`config.mk`:
```
export PLATFORM = sky130hd
export DESIGN_NAME = frequency_meter
export DESIGN_NICKNAME = d
export VERILOG_FILES = /design/src/rtl/frequency_meter.sv
export SDC_FILE = /design/constraint.sdc
export NUM_CORES = 1
export LEC_CHECK = 0
export ABC_AREA = 1
export CAP_MARGIN = 20
export CORE_MARGIN = 1.5
export CORE_UTILIZATION = 45
export DETAILED_ROUTE_END_ITERATION = 10
export GPL_ROUTABILITY_DRIVEN = 0
export PLACE_DENSITY = 0.73
export SETUP_SLACK_MARGIN = 0.5
export SKIP_LAST_GASP = 1
export SYNTH_ARGS = -nofsm -noshare
export SYNTH_HDL_FRONTEND = slang
export SYNTH_SLANG_ARGS = --single-unit
```
`constraint.sdc`:
```
create_clock -name CP -period 2.5 [get_ports CP]
set_input_delay 0.375 -clock CP [delete_from_list [all_inputs] [get_ports CP]]
set_output_delay 0.375 -clock CP [all_outputs]
set_load 0.05 [all_outputs]
```
`src/rtl/frequency_meter.sv`:
```
// frequency_meter: counts rising edges of an asynchronous input over a
// fixed gate window and reports the count as packed BCD.
module frequency_meter #(
   parameter int GATE_CYCLES = 50000000,
   parameter int DIGITS      = 6
) (
   input  logic                CP,
   input  logic                nCR,
   input  logic                EN,
   input  logic                SIG_IN,
   output logic [4*DIGITS-1:0] FREQ,
   output logic                VALID,
   output logic                OVF,
   output logic                BUSY
);

   localparam int            CW   = $clog2(GATE_CYCLES);
   localparam logic [CW-1:0] LAST = CW'(GATE_CYCLES - 1);

   typedef enum logic [1:0] {IDLE, GATE, LATCH} state_t;

   state_t              state, state_nxt;
   logic                s1, s2, s3;
   logic                rise;
   logic [CW-1:0]       cnt, cnt_nxt;
   logic [4*DIGITS-1:0] acc, acc_nxt, acc_inc, acc_fin;
   logic                sat, sat_nxt, sat_fin;
   logic                all9, carry, done;

   // stages reset high so releasing reset never looks like a rising edge
   always_ff @(posedge CP) begin
      if (!nCR) begin
         s1 <= 1'b1;
         s2 <= 1'b1;
         s3 <= 1'b1;
      end else begin
         s1 <= SIG_IN;
         s2 <= s1;
         s3 <= s2;
      end
   end

   assign rise = s2 & ~s3;

   always_comb begin
      acc_inc = acc;
      carry   = 1'b1;
      all9    = 1'b1;
      for (int i = 0; i < DIGITS; i++) begin
         if (acc[4*i +: 4] != 4'd9)
            all9 = 1'b0;
         if (carry) begin
            if (acc[4*i +: 4] == 4'd9) begin
               acc_inc[4*i +: 4] = 4'd0;
            end else begin
               acc_inc[4*i +: 4] = acc[4*i +: 4] + 4'd1;
               carry             = 1'b0;
            end
         end
      end
   end

   // all-9s saturates instead of wrapping; the sticky flag records it
   assign acc_fin = (rise && !all9) ? acc_inc : acc;
   assign sat_fin = sat | (rise & all9);

   always_comb begin
      state_nxt = state;
      cnt_nxt   = '0;
      acc_nxt   = '0;
      sat_nxt   = 1'b0;
      done      = 1'b0;
      unique case (state)
         IDLE: begin
            if (EN)
               state_nxt = GATE;
         end
         GATE: begin
            if (!EN) begin
               state_nxt = IDLE;
            end else if (cnt == LAST) begin
               state_nxt = LATCH;
               done      = 1'b1;
            end else begin
               cnt_nxt = cnt + CW'(1);
               acc_nxt = acc_fin;
               sat_nxt = sat_fin;
            end
         end
         LATCH: begin
            state_nxt = EN ? GATE : IDLE;
         end
         default: state_nxt = IDLE;
      endcase
   end

   always_ff @(posedge CP) begin
      if (!nCR) begin
         state <= IDLE;
         cnt   <= '0;
         acc   <= '0;
         sat   <= 1'b0;
      end else begin
         state <= state_nxt;
         cnt   <= cnt_nxt;
         acc   <= acc_nxt;
         sat   <= sat_nxt;
      end
   end

   always_ff @(posedge CP) begin
      if (!nCR) begin
         FREQ <= '0;
         OVF  <= 1'b0;
      end else if (done) begin
         FREQ <= acc_fin;
         OVF  <= sat_fin;
      end
   end

   assign VALID = (state == LATCH);
   assign BUSY  = (state == GATE);

endmodule

```
==> flow_metrics.tcl <==
set metrics [dict create \
    status "completed" \
    grt_remaining_overflow 0 \
    cp_top_family "buffers and inverters" \
    placed_cells 724 \
    fin_cells 744 \
    die_y_um 98.4 \
    antenna_cells 0 \
    cts_tree "built" \
    routed_via_density 5.21 \
    drc_errors 0 \
    clock_latency_ns 0.36 \
    clockRootBuffer "clkbuf_8" \
    multi_input_area_um2 2130 \
    final_core_util_pct 54.4 \
    syn_avg_cell_area_um2 6.85 \
    wl_met3_um 426 \
    rsz0062_at_grt "yes" \
    antenna_found_initial 0 \
    yosysWarnings 0 \
    first_pass_iters 5 \
    drt_iter0_drc 196 \
    dpl_worst_slack_ns 0.380 \
    setup_violations 0 \
    worstPathCellList "clkdlybuf4s50_1" \
    cts_made_buffers 9 \
    start_kind "flip-flop" \
    grt_max_degree 39 \
    p_leak_nw 1.83 \
    grt_pass1_vias 3517 \
    holdCritPathClass "flip-flop to flip-flop" \
    htreeDepth 3 \
    fin_crit_ns 1.92 \
    area_growth_pct 16.3 \
    grtUsageTotal_pct 19.3 \
    synthCells 598 \
    yosys.area_share.simple_pct 38.1 \
    cts.sinks 81 \
    rows 34 \
    layout_common_cells "nand2_1, dfxtp_1, inv_1, nor2_1, nand3_1" \
    wl_um 9270 \
    synth-compound-area-share_pct 9.37 \
    worst_pin_slew_ns 0.507 \
    maxSlewViolCount 0 \
    ys_seq_area_share_pct 39.6 \
    clock.fmax_mhz 522 \
    met1_length_um 4480 \
    die_x_um 98.4 \
    final_common_cell "nand2_1" \
    ys_async_sr_fraction_pct 0 \
    drv_cap 0 \
    synth_xor_area_share_pct 2.78 \
    syn_area_um2 4100 \
    power_mw 2.23 \
    io_buffers 30 \
    num-fill-cells 843 \
    ys_top_cells_by_area "dfxtp_1, nand2_1, inv_1" \
    worstPathArrival_ns 1.54 \
    power_density_nw_per_um2 468 \
    synth_ff_type "dfxtp_1" \
    core_um2 8760 \
    cp_max_fo 2 \
    synth_top_area_share_pct 39.6 \
    nNetsFinal 636 \
    period_share_pct 76.6 \
    path_buf_inv 1 \
    clkTransAtPathRegs_ns 0.09 \
    antenna_left 0 \
    vias 3875 \
    die_area_um2 9690 \
    slew_headroom_pct 66.1 \
    top_layer "met4" \
    finalSetupTns_ns 0 \
    synth_area_leader_cell "dfxtp_1" \
    dr_wl_met2_um 4230 \
    synth_top_family_by_area "simple AND/OR/NAND/NOR gates" \
    irDropWorstVdd_mv 0.250 \
    drive_gt1_share_pct 9.91 \
    synth.area.mux_share_pct 0 \
    hold_violations 0 \
    boundaryPins 31 \
    worst_slack_ns 0.584 \
    cts.path.max_buffers 2 \
    synth-edff-count 0 \
    final-seq-area_um2 1620 \
    max_stage_delay_ns 0.82 \
    synth_seq_cells 81 \
    initial_utilization_pct 46.8 \
    synth_fa_ha_area_share_pct 0.305 \
    r2r_setup_slack_ns 0.63 \
    synth_cell_types 37 \
    cp.required_ns 2.12 \
    slowest_stage "clkdlybuf4s50_1" \
    grt_pass1_wl_um 15500 \
    crit_path_end_kind "output port" \
    syn_nets 603 \
    fin_skew_ns 0.00932 \
    routedWlPerCell_um 12.5 \
    dpl.hpwl_um 6430 \
    worstSetupPathType "flip-flop to output port" \
]
-- registers in the layout, indices dropped and copies added, names as in the netlist --
name,count
FREQ,24
OVF,1
acc,24
cnt,26
s1,1
s2,1
s3,1
sat,1
state,2
-- worst paths after layout --
path,start,endpoint,depth (start not counted)
setup reg to reg,cnt[0]$_SDFF_PP0_,FREQ[23]$_SDFFE_PN0P_,10
hold / removal,s2$_SDFF_PN1_,s3$_SDFF_PN1_,2
setup / recovery,FREQ[22]$_SDFFE_PN0P_,FREQ[22],1
hold reg to reg,s2$_SDFF_PN1_,s3$_SDFF_PN1_,2
-- synth_stat cells (3+ instances only) --
library cell and number:
nand3b_1 4, xor2_1 11, or2_2 7, nor3_1 17, inv_1 76, o21a_1 11, nand3_2 10, a21oi_1 33
clkbuf_1 8, o21ai_0 16, nor2_1 67, nor2_4 3, dfxtp_1 81, nand2_1 156, buf_2 5, inv_2 4
nor2_2 3, buf_4 3, nand4_1 14, nand3_1 46
-- power breakdown --
group          internal (mW)  switching [mW]  total [mW]
Combinational         0.0148          0.0365      0.0513
Sequential              1.29         0.00191        1.29
Clock                  0.369           0.517       0.886
Total                   1.68           0.555        2.23
-- tightest hold or removal path: stages (launching register included) --
cell and delay [ns]:
dfxtp_1 0.31, inv_1 0.05, nand2_1 0.05
-- cell type report --
| class | instances | share of cell area [%] |
|---|---|---|
| flip-flops and latches | 81 | 34.0 |
| clock inverters | 7 | 1.13 |
| multi-input cells | 419 | 44.6 |
| repair buffers | 39 | 8.43 |
| clock buffers | 9 | 2.60 |
| inverters | 81 | 6.38 |
| well taps | 108 | 2.83 |
-- layer usage --
metal  global-route usage, %  vias to the layer above
li1                        -                     1991
met1                    26.5                     1769
met2                    30.5                      104
met3                    3.05                       11
met4                    8.02                        0
met5                       0                        -
-- metrics by stage --
step / cell area [um2] / hold slack [ns]
5_1_grt: 4770 / 0.456
3_3_place_gp: 4490 / 0.404
4_1_cts: 4680 / 0.431
3_5_place_dp: 4490 / 0.409
6_report: 4770 / 0.435
2_1_floorplan: 4100 / 0.391
-- kinds of logic (layout without fill, tap and decap cells) --
logic type                 after synthesis  in the layout
AOI/OAI and AO/OA                       68             68
xor gates and xnor gates                13             13
buffers and inverters                   99            136
DFF                                     81             81
and+or+nand+nor                        336            337
adders and majority gates                1              1
-- timing repair --
| action | 4_1_cts | 5_1_grt |
|---|---|---|
| resized for setup | 5 | 9 |
| setup endpoints to repair | 58 | 63 |
| gates cloned | 0 | 2 |
| setup buffers | 0 | 2 |
| hold buffers | 0 | 0 |
| pin swaps | 0 | 3 |
No activity file was read; power rests on OpenSTA's default activity.
